<file path="src/rtl/keypad_pkg.sv">
// Shared types and constant tables for the keypad-to-display core.
package keypad_pkg;

    typedef enum logic [1:0] {
        StScan,
        StDebounce,
        StHeld
    } scan_state_e;

    // KeyMap[row][col] -> key code; '*' = 0xE, '#' = 0xF
    localparam logic [3:0] KeyMap [4][4] = '{
        '{4'h1, 4'h2, 4'h3, 4'hA},
        '{4'h4, 4'h5, 4'h6, 4'hB},
        '{4'h7, 4'h8, 4'h9, 4'hC},
        '{4'hE, 4'h0, 4'hF, 4'hD}
    };

    // Hex font, segments {g,f,e,d,c,b,a}, active-high
    localparam logic [6:0] SegFont [16] = '{
        7'h3F, 7'h06, 7'h5B, 7'h4F, 7'h66, 7'h6D, 7'h7D, 7'h07,
        7'h7F, 7'h6F, 7'h77, 7'h7C, 7'h39, 7'h5E, 7'h79, 7'h71
    };

endpackage

</file>
<file path="src/rtl/disp_controller.sv">
// Free-running digit multiplexer: steps the active digit every REFRESH_DIV cycles.
module disp_controller #(
    parameter int unsigned REFRESH_DIV = 27000
) (
    input  logic       clk,
    input  logic       rst,
    output logic [1:0] k,
    output logic [2:0] a
);

    localparam int unsigned RefW = (REFRESH_DIV > 1) ? $clog2(REFRESH_DIV) : 1;
    localparam logic [RefW-1:0] RefLast = RefW'(REFRESH_DIV - 1);

    logic [RefW-1:0] ref_q, ref_d;
    logic [1:0]      k_q, k_d;

    always_ff @(posedge clk) begin
        if (rst) begin
            ref_q <= '0;
            k_q   <= 2'd0;
        end else begin
            ref_q <= ref_d;
            k_q   <= k_d;
        end
    end

    always_comb begin
        ref_d = ref_q + RefW'(1);
        k_d   = k_q;
        if (ref_q == RefLast) begin
            ref_d = '0;
            k_d   = (k_q == 2'd2) ? 2'd0 : k_q + 2'd1;
        end
    end

    assign k = k_q;
    assign a = ~(3'b001 << k_q);

endmodule

</file>
<file path="src/rtl/disp_dec.sv">
// Combinational hex-to-seven-segment font lookup.
module disp_dec
    import keypad_pkg::*;
(
    input  logic [3:0] code,
    output logic [6:0] seg
);

    assign seg = SegFont[code];

endmodule

</file>
<file path="src/rtl/lecture.sv">
// Keypad scanner: row synchronizer, column-scan/debounce FSM and key encoder.
module lecture
    import keypad_pkg::*;
#(
    parameter int unsigned SCAN_DIV        = 27000,
    parameter int unsigned DEBOUNCE_CYCLES = 135000
) (
    input  logic       clk,
    input  logic       rst,
    input  logic [3:0] filas_raw,
    output logic [3:0] columnas,
    output logic       key_push,
    output logic [3:0] key_code
);

    localparam int unsigned SlotW = (SCAN_DIV > 1) ? $clog2(SCAN_DIV) : 1;
    localparam int unsigned DebW  = (DEBOUNCE_CYCLES > 1) ? $clog2(DEBOUNCE_CYCLES) : 1;
    localparam logic [SlotW-1:0] SlotLast = SlotW'(SCAN_DIV - 1);
    localparam logic [DebW-1:0]  DebLast  = DebW'(DEBOUNCE_CYCLES - 1);

    logic [3:0]       rows_meta, rows;
    scan_state_e      state_q, state_d;
    logic [1:0]       col_q, col_d;
    logic [SlotW-1:0] slot_q, slot_d;
    logic [DebW-1:0]  cnt_q, cnt_d;
    logic [3:0]       pat_q, pat_d;
    logic [1:0]       row_sel;

    always_ff @(posedge clk) begin
        if (rst) begin
            rows_meta <= 4'hF;
            rows      <= 4'hF;
            state_q   <= StScan;
            col_q     <= 2'd0;
            slot_q    <= '0;
            cnt_q     <= '0;
            pat_q     <= 4'hF;
        end else begin
            rows_meta <= filas_raw;
            rows      <= rows_meta;
            state_q   <= state_d;
            col_q     <= col_d;
            slot_q    <= slot_d;
            cnt_q     <= cnt_d;
            pat_q     <= pat_d;
        end
    end

    // Lowest-index low row wins when several rows are pulled down
    always_comb begin
        row_sel = 2'd3;
        for (int i = 3; i >= 0; i--) begin
            if (!pat_q[i]) row_sel = 2'(i);
        end
    end

    always_comb begin
        state_d  = state_q;
        col_d    = col_q;
        slot_d   = slot_q;
        cnt_d    = cnt_q;
        pat_d    = pat_q;
        key_push = 1'b0;
        unique case (state_q)
            StScan: begin
                if (slot_q == SlotLast) begin
                    slot_d = '0;
                    if (rows != 4'hF) begin
                        pat_d   = rows;
                        cnt_d   = '0;
                        state_d = StDebounce;
                    end else begin
                        col_d = col_q + 2'd1;
                    end
                end else begin
                    slot_d = slot_q + SlotW'(1);
                end
            end
            StDebounce: begin
                if (rows != pat_q) begin
                    slot_d  = '0;
                    state_d = StScan;
                end else if (cnt_q == DebLast) begin
                    key_push = 1'b1;
                    cnt_d    = '0;
                    state_d  = StHeld;
                end else begin
                    cnt_d = cnt_q + DebW'(1);
                end
            end
            StHeld: begin
                if (rows != 4'hF) begin
                    cnt_d = '0;
                end else if (cnt_q == DebLast) begin
                    cnt_d   = '0;
                    slot_d  = '0;
                    col_d   = col_q + 2'd1;
                    state_d = StScan;
                end else begin
                    cnt_d = cnt_q + DebW'(1);
                end
            end
            default: state_d = StScan;
        endcase
    end

    assign key_code = KeyMap[row_sel][col_q];
    assign columnas = ~(4'b0001 << col_q);

endmodule

</file>
<file path="src/rtl/keypad_display_core.sv">
// Keypad-to-display core: scanner, three-key history and multiplexed 3-digit display.
module keypad_display_core
    import keypad_pkg::*;
#(
    parameter int unsigned SCAN_DIV        = 27000,
    parameter int unsigned DEBOUNCE_CYCLES = 135000,
    parameter int unsigned REFRESH_DIV     = 27000
) (
    input  logic       clk,
    input  logic       rst,
    input  logic [3:0] filas_raw,
    output logic [3:0] columnas,
    output logic [6:0] d,
    output logic [2:0] a
);

    logic            key_push;
    logic [3:0]      key_code;
    logic [1:0]      k;
    logic [2:0][3:0] dig_q;
    logic [2:0]      valid_q;
    logic [6:0]      seg;

    lecture #(
        .SCAN_DIV        (SCAN_DIV),
        .DEBOUNCE_CYCLES (DEBOUNCE_CYCLES)
    ) u_lecture (
        .clk       (clk),
        .rst       (rst),
        .filas_raw (filas_raw),
        .columnas  (columnas),
        .key_push  (key_push),
        .key_code  (key_code)
    );

    disp_controller #(
        .REFRESH_DIV (REFRESH_DIV)
    ) u_disp_controller (
        .clk (clk),
        .rst (rst),
        .k   (k),
        .a   (a)
    );

    // Newest key enters slot 0; valid bits shift alongside the codes
    always_ff @(posedge clk) begin
        if (rst) begin
            dig_q   <= '0;
            valid_q <= '0;
        end else if (key_push) begin
            dig_q   <= {dig_q[1:0], key_code};
            valid_q <= {valid_q[1:0], 1'b1};
        end
    end

    disp_dec u_disp_dec (
        .code (dig_q[k]),
        .seg  (seg)
    );

    assign d = valid_q[k] ? seg : 7'h00;

endmodule

</file>
<file path="config.mk">
export PLATFORM = sky130hd
export DESIGN_NAME = keypad_display_core
export DESIGN_NICKNAME = d
export VERILOG_FILES = /design/src/rtl/keypad_pkg.sv /design/src/rtl/disp_controller.sv /design/src/rtl/disp_dec.sv /design/src/rtl/lecture.sv /design/src/rtl/keypad_display_core.sv
export SDC_FILE = /design/constraint.sdc
export NUM_CORES = 1
export LEC_CHECK = 0
export BUFFER_PORTS_ARGS = -buffer_cell sky130_fd_sc_hd__buf_2
export CAP_MARGIN = 0
export CORE_ASPECT_RATIO = 0.5
export CORE_MARGIN = 3
export CORE_UTILIZATION = 45
export CTS_CLUSTER_DIAMETER = 80
export DETAILED_ROUTE_END_ITERATION = 12
export GPL_TIMING_DRIVEN = 0
export PLACE_DENSITY = 0.64
export SYNTH_ARGS = -nofsm -noshare
export SYNTH_HDL_FRONTEND = slang
export SYNTH_SLANG_ARGS = --single-unit
</file>
<file path="constraint.sdc">
create_clock -name clk -period 2.38 [get_ports clk]
set_input_delay 0.238 -clock clk [delete_from_list [all_inputs] [get_ports clk]]
set_output_delay 0.238 -clock clk [all_outputs]
set_load 0.03 [all_outputs]
</file>
Word level (Yosys, flattened, before mapping)
Memories as Yosys holds them, arrays and structs flattened. Index checks and enable logic that the tools add are counted.

RAM bits: 0. ROM bits: 112. Output and inout bits: 14. Input port bits: 6. Memories: 1. Bits in latches: 0. Register bits: 81. Logic and storage cells: 98.

Memory list: (name not given) (depth 16, width 7, rd ports 1, clocked after Yosys merged registers in 0, write ports 0, line disp_dec.sv:9) `assign seg = SegFont[code];`.

Bitwise logic cells: 5. Divide/modulo/power cells: 0. Reductions and logical operators: 9. $lt $le $gt $ge: 4. Shift operators: 2. $mul: 0. Equality and inequality tests: 16. Muxes and demuxes: 43. Add/sub/neg operators: 5.

Operators with widths (count): two-way mux 18 bit (5); two-way mux 15 bit (4); one-hot mux 18 bit (3 select lines) (1); one-hot mux 15 bit (3 select lines) (1); binary-select mux 16 bit (select 2 bit) (1); two-way mux 16 bit (2); adder 15 x 1 -> 15 bit (second input constant) (2); == test 15 bit (second input constant) (2); two-way mux 2 bit (13); two-way mux 7 bit (3); adder 18 x 1 -> 18 bit (second input constant) (1); == test 18 bit (second input constant) (1); binary-select mux 4 bit (select 2 bit) (2); two-way mux 4 bit (3); AND reduction 5 bit (2); != test 2 x 1 -> 1 bit (second input constant) (4); AND reduction 4 bit (2); greater-or-equal comparator 3 bit (second input constant) (2); != test 2 bit (second input constant) (3); inverter 2 -> 3 bit (2); one-hot mux 2 bit (3 select lines) (1); greater-or-equal comparator 5 bit (second input constant) (1); two-way mux 1 bit (5); inverter 4 -> 5 bit (1); 18 further kinds (20).

Logic depth before layout (Yosys ltp)
Depth in word-level cells: 10. Depth in mapped cells: 9. Gate-level depth less buffers: 7.

By module
A second synthesis with hierarchy kept.

Cell total of the unflattened synthesis: 545. Area, all modules: 4810.9 µm².

By module, submodules not included: lecture (area each 2922.8 µm², times used 1, cells an instance 342); keypad_display_core (area each 819.5 µm², times used 1, cells an instance 83); disp_controller (area each 778.2 µm², times used 1, cells an instance 87); disp_dec (area each 290.3 µm², times used 1, cells an instance 33).

Worst setup path after synthesis
No wires, ideal clock.

Path kind: flip-flop to output port. Start point: register u_disp_controller.k_q[0], in the netlist u_disp_controller.k[0]. End point: output d[5]. Stages on the path, launching flop included: 9. Path buffers: 1. Setup slack: -0.266 ns. Data required time: 2.142 ns. Arrival time: 2.408 ns. Path through: dfxtp_1 buf_1 mux2i_1 o22a_1 inv_1 ha_1 nand2_1 o21ai_0 a221oi_1.

Word-level cells in the longest chain between the ends: 7. Elaborated cells on any way between the ends: 9. Classes of those cells: mux: 7; bitwise: 1; memory: 1.

Ends and longest elaborated chain: from (decl) (line disp_controller.sv:15) `logic [1:0] k_q, k_d;`; from (signal assigned) (line disp_controller.sv:23) `k_q <= k_d;`; binary-select mux 4 bit (select 2 bit) (line keypad_display_core.sv:57) `.code (dig_q[k]),`; two-way mux 4 bit (implied by the code) (line keypad_display_core.sv:57); inverter 4 -> 5 bit (implied by the code) (line disp_dec.sv:9); memory (16 x 7 bit); two-way mux 7 bit (implied by the code) (2 in a row) (line disp_dec.sv:9); two-way mux 7 bit (*) (line keypad_display_core.sv:61) `assign d = valid_q[k] ? seg : 7'h00;`; to (decl) (line keypad_display_core.sv:13) `output logic [6:0] d,`.

Every way passes the cells marked *; elsewhere a longest branch is shown, timed or not. The select of a mux whose other input is x is not followed.

Final worst setup path
Start point: register u_disp_controller.k_q[0], in the netlist u_disp_controller.k[0]. End point: output d[0].

The elaborated chain is that of the path after synthesis.

==> impl_results.md <==
- Status: completed
- Max-slew headroom: 54.4%
- Root Buffer: clkbuf_16
- Clk_lat worst skew: 340 ps
- Dpl hpwl: 7190 um
- Port buffer count: 18
- Synth cell count leaders: 81 x dfxtp_1, 50 x nor2_1, 34 x nand2_1
- Buf/Inv on CP: 3
- RSZ-0062 raised after global routing: yes
- Psw: 0.624 mW
- Delay-heaviest family, CP: simple AND/OR/NAND/NOR gates
- Mapped cell area: 4590 um^2
- Layout cells sized above 1: 22.9%
- Crit-path max FO: 5
- Syn_nets: 543
- Vias in the first global route: 3687
- WL final: 10400 um
- Layout Cells excl Fill: 702
- Worst Setup Start Kind: flop
- Clock Skew: 4.65 ps
- F_max: 421 MHz
- Leakage: 2.05 nW
- Post-synth top area cell: dfxtp_1
- N_diodes: 0
- GRT Total Usage: 18.7%
- DP Cell Count: 674
- Clock Power Share: 51.1%
- Final Hold Viols: 0
- First-pass GRT wire length: 17800 um
- Grt total ovfl: 0
- Pre-antenna DRT Iters: 4
- Die ar.: 11500 um^2
- YS warnings: 0
- Post-detailed-route count of antenna-violating nets: 0
- Synth async-reset ratio: 0%
- Pint: 2.41 mW
- Critical path class: flop to output pin
- Number of DRC markers in iteration 0: 164
- TritonCTS buffer count: 9
- Clock Tree Buf Depth: 2
- Worst hold path class: input pin to flop
- CTS H-Tree Depth: 3
- Worst path slowest cell: dfxtp_4
- Final setup viols: 0
- Crit path DAT: 2130 ps
- Hold WS: 77.7 ps
- Power per Cell Area: 546 nW/um^2
- Fillers: 856
- Clock sinks: 81
- Final min period: 2370 ps
- Top Ports: 20
- Period utilization: 99.7%
- Syn-to-layout area delta: 21.1%
- DRC: 0
- Rows: 25
- Pwr Total: 3.03 mW
- Die Y: 77.4 um
- Post-synth EDFFs: 0
- Syn_area_per_cell: 8.80 um^2
- Largest net degree at the start of global routing: 17
- CP required: 2140 ps
- Yosys reg bits: 81
- Cells after Synth: 521
- Core outline area: 9670 um^2
- Most frequent cell after synthesis: dfxtp_1
- Slew @ Worst Pin: 683 ps
- DR vias: 4016
- Area share of the leading cell type in the synthesized netlist: 35.4%
- CP max stage delay: 370 ps
- TritonCTS clock tree: yes
- Top_reg_cell synth: dfxtp_1
- Crit end category: output pin
- Worst-path clk slew: 60 ps
- Gpl congestion: 0.840
- Starting density of the core: 47.4%
- Area contributors post-synth: dfxtp_1 35%, mux2i_1 5.2%, ha_1 4.4%
- Switching Fraction: 20.6%
- Pins over their slew limit: 0
- Register area share after synthesis: 35.4%
- Max_cap viols: 0
- Via density: 5.72
- Comb power frac: 3.2%
- Wire per inst: 14.8 um
- Worst VDD drop: 0.350 mV
- Final nets: 584
- Initial antenna violation count: 0
- Crit-path most repeated cell: buf_6
- Reg power frac: 45.6%
- Die width: 149 um
- Critical-path cell list: buf_6 > mux2i_1 > o22a_1 > inv_2 > ha_4 > or3_1 > o221ai_1 > nor2b_4 > buf_6
- Number of distinct library cells after synthesis: 67
final timing paths:
kind,start,to,slack (ps),cells past startpoint
hold reg to reg,u_lecture.rows_meta[3],u_lecture.rows[3],410,1
setup / recovery,u_disp_controller.k[0],d[0],7,9
hold / removal,filas_raw[2],u_lecture.rows_meta[2],80,2
setup reg to reg,u_lecture.slot_q[0],u_lecture.cnt_q[15],130,8
flip-flops by register name, summed over array words and instances, names as in the netlist:
register,count
u_lecture.cnt_q,18
u_disp_controller.ref_q,15
u_lecture.slot_q,15
dig_q,12
u_lecture.pat_q,4
u_lecture.rows,4
u_lecture.rows_meta,4
valid_q,3
u_disp_controller.k,2
u_lecture.col_q,2
u_lecture.state_q,2
logic make-up (layout without fill, tap and decap cells):
logic type | count (synthesis) | after routing | share of synthesized area, %
xor+xnor | 24 | 24 | 5.08
mux | 28 | 28 | 6.22
compound gates | 105 | 105 | 18.1
simple gates | 213 | 213 | 25.8
flops | 81 | 81 | 35.4
buf+inv | 54 | 100 | 5.10
fa+ha+maj | 16 | 16 | 4.37
per-layer routing:
layer  vias up  routed length [um]  track usage [%]
li1       2027                   -                -
met1      1915                5170             25.3
met5         -                   0                0
met3        10                 391             4.90
met4         0                 105             5.75
met2        64                4730             29.5
worst reg2reg max path, stage by stage, from the launching register on:
cell and delay (ps):
dfxtp_2 360, ha_2 210, and4_4 250, nand4_4 120
and2_1 190, buf_2 160, buf_6 160, or4_4 510
a211oi_2 210
cells in the final DEF, fill, tap and decap left out, types with 11 or more instances in the layout:
cell type,instances
dfxtp_1,76
nand3_1,18
o211ai_1,11
inv_1,22
nand4_1,15
clkbuf_1,13
buf_4,18
xnor2_1,12
buf_2,18
nor2_1,49
mux2i_1,23
a211oi_1,12
nand2_1,33
nor3_1,14
cell type report:
class	instances	area, um^2	area share (%)
Buffer	27	155	2.79
Clock buffer	12	267	4.80
Clock inverter	4	73.8	1.33
Inverter	26	97.6	1.76
Multi-Input combinational cell	386	2950	53.1
Sequential cell	81	1630	29.4
Tap cell	135	169	3.04
Timing Repair Buffer	31	213	3.83
timing repair:
action                     CTS  global route
cloned                       0             0
buffers inserted            12             1
setup endpoints to repair   34            33
gates resized for setup     32            34
hold buffers                 0             0
pin swaps                    8             8
hold endpoints to repair     0             0
power by group through the flow:
stage / registers [mW] / logic, mW / clock network, mW
after floorplan: 1.41 / 0.0700 / 0
after global placement: 1.41 / 0.0945 / 0
after detailed placement: 1.41 / 0.0950 / 0
after CTS: 1.38 / 0.0968 / 1.58
after global routing: 1.39 / 0.111 / 1.65
final: 1.38 / 0.0980 / 1.55
through the flow:
step	TNS (ps)	area [um^2]	utilization, %	worst slack [ps]
global route	-309	5550	57.5	-86.0
finish	0	5550	57.5	7.35
floorplan	0	4620	-	104
global placement	-2490	4880	50.5	-191
detailed placement	-2350	4880	50.5	-202
CTS	-72.8	5410	56.0	-72.8
Power figures use the tool's default switching activity.
